===== src/rtl/noise_pkg.sv =====
// noise_pkg: definitions shared by the noise generator and the noise checker.
//   LFSR_SEED    - power-up seed of the 16-bit Fibonacci LFSR noise source.
//   TAP_*        - feedback tap bit indices (polynomial taps 16,14,13,11).
//   lfsr16_next  - one LFSR shift; the generator and the checker both call this
//                  function, so their sequences cannot drift apart.
//   sync_state_e - checker synchronisation states.
package noise_pkg;

  localparam logic [15:0] LFSR_SEED = 16'hACE1;

  localparam int unsigned TAP_A = 15;
  localparam int unsigned TAP_B = 13;
  localparam int unsigned TAP_C = 12;
  localparam int unsigned TAP_D = 10;

  typedef enum logic [1:0] {
    HUNT   = 2'd0,
    VERIFY = 2'd1,
    LOCKED = 2'd2
  } sync_state_e;

  function automatic logic [15:0] lfsr16_next(input logic [15:0] w);
    return {w[14:0], w[TAP_A] ^ w[TAP_B] ^ w[TAP_C] ^ w[TAP_D]};
  endfunction

endpackage


===== src/rtl/popcount16.sv =====
// popcount16: combinational count of set bits in a 16-bit word.
//   i_data  [15:0] - word to count.
//   o_count [4:0]  - number of ones in i_data (0..16).
module popcount16 (
  input  logic [15:0] i_data,
  output logic [4:0]  o_count
);

  always_comb begin
    o_count = '0;
    for (int unsigned i = 0; i < 16; i++) begin
      o_count = o_count + {4'd0, i_data[i]};
    end
  end

endmodule


===== src/rtl/noise_check.sv =====
// noise_check: receive-side checker for the 16-bit LFSR test-noise stream.
// Hunts for a non-zero word, verifies LOCK_COUNT consecutive predicted words,
// then flywheels its own prediction and counts mismatching words. LOSS_COUNT
// consecutive mismatches while locked force a resync from HUNT.
//
// Ports:
//   clk, reset      - clock; asynchronous active-high reset.
//   clear           - synchronous clear of the statistics counters only.
//   in_valid        - in_data qualifier, one word per asserted cycle.
//   in_data [15:0]  - received noise word.
//   locked          - high while in LOCKED.
//   sync_state[1:0] - current state encoding (HUNT=0, VERIFY=1, LOCKED=2).
//   err_flag        - one-cycle pulse per mismatching word while locked.
//   err_count       - saturating count of mismatching words while locked.
//   word_count      - saturating count of words checked while locked.
//   bit_err_count   - (NOISE_CHECK_BIT_ERR_EN only) saturating count of
//                     mismatching bits while locked.
//
// Configuration macro: NOISE_CHECK_BIT_ERR_EN enables bit_err_count.
module noise_check
  import noise_pkg::*;
#(
  parameter int unsigned LOCK_COUNT = 8,
  parameter int unsigned LOSS_COUNT = 4,
  parameter int unsigned CNT_W      = 32
) (
  input  logic             clk,
  input  logic             reset,
  input  logic             clear,
  input  logic             in_valid,
  input  logic [15:0]      in_data,
  output logic             locked,
  output logic [1:0]       sync_state,
  output logic             err_flag,
  output logic [CNT_W-1:0] err_count,
  output logic [CNT_W-1:0] word_count
`ifdef NOISE_CHECK_BIT_ERR_EN
  ,
  output logic [CNT_W-1:0] bit_err_count
`endif
);

  localparam logic [7:0] LOCK_LIM = 8'(LOCK_COUNT);
  localparam logic [7:0] LOSS_LIM = 8'(LOSS_COUNT);

  sync_state_e      r_state;
  sync_state_e      w_state_nxt;
  logic [15:0]      r_pred;
  logic [15:0]      w_pred_nxt;
  logic [7:0]       r_match_cnt;
  logic [7:0]       w_match_nxt;
  logic [7:0]       r_miss_cnt;
  logic [7:0]       w_miss_nxt;
  logic             r_err_flag;
  logic [CNT_W-1:0] r_err_count;
  logic [CNT_W-1:0] r_word_count;

  logic             w_match;
  logic [15:0]      w_seed;
  logic             w_locked_st;
  logic             w_count_evt;
  logic             w_err_evt;

  assign w_match = (in_data == r_pred);
  assign w_seed  = lfsr16_next(in_data);

  // State register (with the prediction and sync counters it qualifies).
  always_ff @(posedge clk or posedge reset) begin
    if (reset) begin
      r_state     <= HUNT;
      r_pred      <= '0;
      r_match_cnt <= '0;
      r_miss_cnt  <= '0;
    end else begin
      r_state     <= w_state_nxt;
      r_pred      <= w_pred_nxt;
      r_match_cnt <= w_match_nxt;
      r_miss_cnt  <= w_miss_nxt;
    end
  end

  // Next-state logic.
  always_comb begin
    w_state_nxt = r_state;
    w_pred_nxt  = r_pred;
    w_match_nxt = r_match_cnt;
    w_miss_nxt  = r_miss_cnt;
    case (r_state)
      HUNT: begin
        // Zero is the LFSR lockup value and cannot seed a prediction.
        if (in_valid && (in_data != '0)) begin
          w_pred_nxt  = w_seed;
          w_match_nxt = '0;
          w_state_nxt = VERIFY;
        end
      end
      VERIFY: begin
        if (in_valid) begin
          if (w_match) begin
            w_pred_nxt  = w_seed;
            w_match_nxt = r_match_cnt + 8'd1;
            if ((r_match_cnt + 8'd1) == LOCK_LIM) begin
              w_state_nxt = LOCKED;
              w_miss_nxt  = '0;
            end
          end else if (in_data == '0) begin
            w_state_nxt = HUNT;
          end else begin
            w_pred_nxt  = w_seed;
            w_match_nxt = '0;
          end
        end
      end
      LOCKED: begin
        if (in_valid) begin
          // Flywheel: the prediction never reseeds from received data here.
          w_pred_nxt = lfsr16_next(r_pred);
          if (w_match) begin
            w_miss_nxt = '0;
          end else begin
            w_miss_nxt = r_miss_cnt + 8'd1;
            if ((r_miss_cnt + 8'd1) == LOSS_LIM) begin
              w_state_nxt = HUNT;
            end
          end
        end
      end
      default: w_state_nxt = HUNT;
    endcase
  end

  // Output decode.
  always_comb begin
    w_locked_st = (r_state == LOCKED);
    w_count_evt = w_locked_st && in_valid;
    w_err_evt   = w_count_evt && !w_match;
  end

  // Statistics; clear takes priority over a same-cycle counting event.
  always_ff @(posedge clk or posedge reset) begin
    if (reset) begin
      r_err_flag   <= 1'b0;
      r_err_count  <= '0;
      r_word_count <= '0;
    end else begin
      r_err_flag <= w_err_evt;
      if (clear) begin
        r_err_count <= '0;
      end else if (w_err_evt && (r_err_count != '1)) begin
        r_err_count <= r_err_count + CNT_W'(1);
      end
      if (clear) begin
        r_word_count <= '0;
      end else if (w_count_evt && (r_word_count != '1)) begin
        r_word_count <= r_word_count + CNT_W'(1);
      end
    end
  end

`ifdef NOISE_CHECK_BIT_ERR_EN
  // Sum is wide enough for both the counter and a 5-bit popcount, so a
  // narrow counter still detects overflow instead of truncating the addend.
  localparam int unsigned SUM_W = ((CNT_W > 5) ? CNT_W : 5) + 1;

  logic [15:0]      w_diff;
  logic [4:0]       w_pop;
  logic [SUM_W-1:0] w_bit_sum;
  logic [CNT_W-1:0] r_bit_err_count;

  assign w_diff = in_data ^ r_pred;

  popcount16 u_popcount (
    .i_data  (w_diff),
    .o_count (w_pop)
  );

  assign w_bit_sum = SUM_W'(r_bit_err_count) + SUM_W'(w_pop);

  always_ff @(posedge clk or posedge reset) begin
    if (reset) begin
      r_bit_err_count <= '0;
    end else if (clear) begin
      r_bit_err_count <= '0;
    end else if (w_count_evt) begin
      if (w_bit_sum > SUM_W'({CNT_W{1'b1}})) begin
        r_bit_err_count <= '1;
      end else begin
        r_bit_err_count <= w_bit_sum[CNT_W-1:0];
      end
    end
  end

  assign bit_err_count = r_bit_err_count;
`endif

  assign locked     = w_locked_st;
  assign sync_state = r_state;
  assign err_flag   = r_err_flag;
  assign err_count  = r_err_count;
  assign word_count = r_word_count;

endmodule

===== config.mk =====
export PLATFORM = sky130hd
export DESIGN_NAME = noise_check
export DESIGN_NICKNAME = d
export VERILOG_FILES = /design/src/rtl/noise_pkg.sv /design/src/rtl/popcount16.sv /design/src/rtl/noise_check.sv
export SDC_FILE = /design/constraint.sdc
export NUM_CORES = 1
export LEC_CHECK = 0
export BUFFER_PORTS_ARGS = -buffer_cell sky130_fd_sc_hd__buf_4
export CORE_ASPECT_RATIO = 0.8
export CORE_UTILIZATION = 50
export CTS_BUF_LIST = sky130_fd_sc_hd__clkbuf_16
export DETAILED_ROUTE_END_ITERATION = 12
export PLACE_DENSITY = 0.72
export SETUP_SLACK_MARGIN = 0.15
export SLEW_MARGIN = 40
export SYNTH_ARGS = -nofsm -noshare
export SYNTH_HDL_FRONTEND = slang
export SYNTH_SLANG_ARGS = --single-unit

===== constraint.sdc =====
create_clock -name clk -period 3.9 [get_ports clk]
set_clock_uncertainty 0.05 [all_clocks]
set_input_delay 0.39 -clock clk [delete_from_list [all_inputs] [get_ports clk]]
set_output_delay 0.39 -clock clk [all_outputs]
set_load 0.01 [all_outputs]

Word-level counts from Yosys, hierarchy flattened --
Index checks and enable logic that the tools add are counted.
Storage, ports and cells: bits in registers 99, output and inout port bits 68, word-level logic and storage cells 82
Cells by class: $add $sub $neg 4, equality and inequality tests 17, multiplexer cells 30, bitwise logic cells 6, reductions and logical operators 18
Operator list (number):
- 2-to-1 mux 32 bit | 4
- 2-to-1 mux 16 bit | 5
- 2-to-1 mux 8 bit | 9
- adder 32 x 1 -> 32 bit (second input constant) | 2
- inequality test 32 bit (second input constant) | 2
- case mux 16 bit (3 select lines) | 1
- case mux 8 bit (2 select lines) | 2
- adder 8 x 1 -> 8 bit (second input constant) | 2
- == test 16 bit | 1
- zero test 16 bit | 1
- 2-to-1 mux 2 bit | 8
- nonzero test 16 bit | 1
- inequality test 2 bit (second input constant) | 6
- AND reduction 5 bit | 2
- inequality test 3 bit (second input constant) | 3
- == test 8 x 3 -> 1 bit (second input constant) | 1
- == test 8 x 4 -> 1 bit (second input constant) | 1
- nonzero test 2 bit | 4
- AND reduction 7 bit | 1
- case mux 2 bit (3 select lines) | 1
- XOR 1 bit | 6
- logical AND 1 bit | 5
- AND reduction 4 bit | 1
- nonzero test 3 bit | 1
- 5 further kinds | 5

Longest topological paths before layout --
depth in word-level cells 7, mapped depth 9, depth with buffers taken out 7

Worst setup path before layout --
OpenSTA, ideal clock, no wires.
path type flip-flop to flip-flop, start register r_err_count[15] (netlist: err_count[15]), end register r_err_count[31] (netlist: err_count[31]), setup time 0.127 ns, data arrival time 2.169 ns, required time 3.723 ns, setup slack 1.554 ns, cell stages (with the launch flop) 7, buffers on the path 1, clock period less this slack 2.346 ns, cell sequence dfrtp_1 -> and4_1 -> nand2_2 -> or4_1 -> buf_2 -> or4_1 -> mux2_1
On the way: word-level cells in the longest chain between the ends 3, elaborated cells between the ends (all ways) 6, those cells by class add/sub (1); eq/ne (1); mux (2); reduce/logical (2)
Ends and longest elaborated chain:
- start, declared | line noise_check.sv:55 | logic [CNT_W-1:0] r_err_count;
- start signal, assigned | line noise_check.sv:150 | r_err_count <= r_err_count + CNT_W'(1);
- adder 32 x 1 -> 32 bit / inequality test 32 bit (equally long branches) | line noise_check.sv:150, noise_check.sv:149
- 2-to-1 mux 32 bit / logical AND 1 bit (equally long branches) | line noise_check.sv:149 | end else if (w_err_evt && (r_err_count != '1)) begin
- 2-to-1 mux 32 bit / nonzero test 2 bit (equally long branches)
Several ways; a longest one is shown, not always the timed one. The select of a mux whose other input is x is not followed. A chain may end at the register's enable or synchronous reset.

Worst setup path in the final report --
start register r_pred[3], end register r_miss_cnt[0]
On the way: word-level cells in the longest chain between the ends 4, elaborated cells between the ends (all ways) 6, those cells by class eq/ne (2); mux (3); reduce/logical (1)
Ends and longest elaborated chain:
- start, declared | line noise_check.sv:48 | logic [15:0] r_pred;
- start signal, assigned | line noise_check.sv:76 | r_pred <= w_pred_nxt;
- == test 16 bit (*) | line noise_check.sv:64 | assign w_match = (in_data == r_pred);
- 2-to-1 mux 8 bit | line noise_check.sv:118 | if (w_match) begin
- 2-to-1 mux 8 bit | line noise_check.sv:115 | if (in_valid) begin
- case mux 8 bit (2 select lines) | line noise_check.sv:88 | case (r_state)
- end signal, assigned | line noise_check.sv:78 | r_miss_cnt <= w_miss_nxt;
- end, declared | line noise_check.sv:52 | logic [7:0] r_miss_cnt;
Mark *: on every way between the ends. The rest lies on a longest branch, timed or not. The select of a mux whose other input is x is not followed.

==> impl_metrics.toml <==
[outcome]
status = "finished clean"

[drt]
highest_layer = "met4"
ant_nets = 0
vias = 4855
routedLengthMet1_um = 6220
drt_wl_total_um = 13000
dr_wl_met3_um = 651
wl_per_cell_um = 15.6
wl_met2_um = 5980
drt_pass1_iterations = 4
drtIter0Drc = 393
drc_errors = 0
viasPerCell = 5.85

[sta]
min_period_ns = 2.77
worst_pin_slew_ns = 0.689
slew_violations = 0
max_slew_margin_pct = 54.1
max_freq_mhz = 361
fin_crit_sh_pct = 71.0
hold_viol = 0
setup_violations = 0
holdWs_ns = 0.0000122
grt_setup_unrepaired = "no"
tns_ns = 0

[cts]
cts_tree = "done"
clkTransAtPathRegs_ns = 0.07
root_buffer = "clkbuf_16"
clock_latency_ns = 0.34
cts_buffers = 9
h-tree-depth = 3
hold_buffers = 0
clockBufferDepth = 2
post_cts_resized = 0
postCtsSetupBuffers = 0
clock_sinks = 99

[worst_setup_path]
reg2reg_to = "r_miss_cnt[0]$_DFFE_PP0P_"
endpoint_kind = "flip-flop"
path_cells = "xor2_1 -> nor4_1 -> nand4_1 -> nor4_1 -> o21ai_1 -> mux2_2"
crit_path_top_delay_cell = "nand4_1"
r2r_start = "r_pred[3]$_DFFE_PP0P_"
cpMostUsedCell = "nor4_1"
cp.required_ns = 4.08
worstPathArrival_ns = 2.94
crit_path_max_fanout = 12
worstSetupPathType = "reg2reg"
reg2reg_depth = 6
startpoint_type = "flip-flop"
endpoint = "r_miss_cnt[0]$_DFFE_PP0P_"
cpPeakStageDelay_ns = 0.55
startpoint = "r_pred[3]$_DFFE_PP0P_"
rrSetupSlack_ns = 1.13

[power]
clockPowerShare_pct = 39.6
seqPwrFrac_pct = 51.0
combPwrFrac_pct = 9.4
p_total_mw = 2.19
intPower_mw = 1.65
cellLeakagePower_nw = 2.80
powerDensity_nw_per_um2 = 335
vdd_drop_max_mv = 0.227
switchingPower_uw = 544
swShare_pct = 24.8

[finish]
antenna_cells = 0
multi_input_area_sq_um = 2870
syn2layout_area_growth_pct = 18.7
fillCellCount = 911
nets = 711
fin_area_sq_um = 6550
seq_area_sq_um = 2480
drive_gt1_share_pct = 17.8

[place]
dpl_cell_area_sq_um = 6260
place.gp.congestion = 0.901
dp_hpwl_um = 8990
port_buffers = 87

[global_routing]
grt_overflow = 0
grt_max_degree = 68
grt_pass1_wl_um = 21500
track_usage_pct = 23.5
grt_pass1_vias = 4473
antenna_found_initial = 0

[synth]
synth_enable_flop_cells = 0
syn-mean-instance-area_sq_um = 9.02
synth_cell_types = 58
synth_nets = 638
async_reset_ff_share_pct = 100
synth_top_cell_by_area = "dfrtp_1"
ys_seq_area_share_pct = 44.9
syn_area_sq_um = 5520
postSynthCellCount = 612
synth_common_cells = "99 x dfrtp_1, 66 x nand2_1, 63 x nor2_1"
ys_seq_elements = 99
synth_top_area_share_pct = 44.9
yosys-top-cells-area = "dfrtp_1 45%, xor2_1 6.7%, nand2_1 4.5%"
yosys_warnings = 0
ys_dominant_reg_cell = "dfrtp_1"
synth.most_common_cell = "dfrtp_1"

[die]
num_rows = 33
design.die.area_sq_um = 11500
coreArea_sq_um = 10500
dieWidth_um = 119
pin_count = 88
fp.dieH_um = 96.0
initial_core_util_pct = 52.6

[run]
cap_violations = 0

[hold_path]
min-delay-path-class = "in2async"
layout by cell type (no fill, tap or decap), types with 6 or more instances in the layout:
cell type  count
or3_1         13
and3_1        12
nor3_1        10
xnor2_1       18
nand3_1       31
and4_1         6
dfrtp_1       99
nor2b_1        6
a21oi_1       31
or4_1         13
nor2_1        63
inv_1         17
o21ai_0       27
buf_4         90
nand4_1       26
nand2_1       66
ha_1           6
a31oi_1       18
nor4_1        16
o31ai_1       12
xor2_1        42
clkbuf_16      9
cell type report:
class	instances	area share, %
Clock buffer	9	3.44
Clock inverter	7	0.936
Inverter	16	0.955
Multi-Input combinational cell	469	43.8
Sequential cell	99	37.8
Tap cell	140	2.67
Timing Repair Buffer	90	10.3
critical path: cells and delay by family (launching register included):
| family | cells | cell delay [ns] |
|---|---|---|
| DFF | 1 | 0.41 |
| AOI/OAI and AO/OA | 1 | 0.25 |
| muxes | 1 | 0.36 |
| and+or+nand+nor | 3 | 1.39 |
| xor gates and xnor gates | 1 | 0.18 |
layer usage:
layer / vias to the layer above / track usage (%)
met5: - / 0
met4: 0 / 6.15
met3: 12 / 5.51
met2: 122 / 37.6
met1: 2370 / 32.2
li1: 2351 / -
registers in the layout (all words and copies together), names as in the netlist:
name / cells
r_pred: 16
r_match_cnt: 8
err_count: 32
err_flag: 1
sync_state: 2
word_count: 32
r_miss_cnt: 8
how the worst min path moves through the flow:
stage	start	endpoint	slack, ns	depth (start not counted)
2_1_floorplan	r_match_cnt[6]$_DFFE_PP0P_	r_match_cnt[6]$_DFFE_PP0P_	0.44	1
3_3_place_gp	reset	r_pred[7]$_DFFE_PP0P_	0.38	2
3_5_place_dp	reset	r_pred[7]$_DFFE_PP0P_	0.39	2
4_1_cts	reset	r_pred[7]$_DFFE_PP0P_	0.02	2
5_1_grt	reset	r_pred[7]$_DFFE_PP0P_	0.04	2
6_report	reset	r_pred[6]$_DFFE_PP0P_	0.00001	2
logic make-up (layout without fill, tap and decap cells):
| kind of cell | Yosys count | after routing | synth area share (%) |
|---|---|---|---|
| and+or+nand+nor | 287 | 287 | 27.4 |
| muxes | 9 | 9 | 1.72 |
| xor gates and xnor gates | 60 | 60 | 9.52 |
| adders and majority gates | 6 | 6 | 1.36 |
| buffers and inverters | 44 | 122 | 3.27 |
| DFF | 99 | 99 | 44.9 |
| AOI/OAI and AO/OA | 107 | 107 | 11.8 |
metrics by stage:
| step | cells | setup WS [ns] | util [%] |
|---|---|---|---|
| global placement | 814 | 1.18 | 59.6 |
| CTS | 830 | 1.19 | 62.4 |
| detailed placement | 814 | 1.11 | 59.7 |
| finish | 830 | 1.13 | 62.4 |
| global route | 830 | 0.955 | 62.4 |
| floorplan | 612 | 0.870 | - |
power by group through the flow:
stage	clock network [mW]	logic, mW	registers [mW]
2_1_floorplan	0	0.160	1.12
3_3_place_gp	0	0.199	1.13
3_5_place_dp	0	0.207	1.14
4_1_cts	0.889	0.208	1.12
5_1_grt	0.930	0.237	1.12
6_report	0.869	0.206	1.12
No activity file was read; power rests on OpenSTA's default activity.
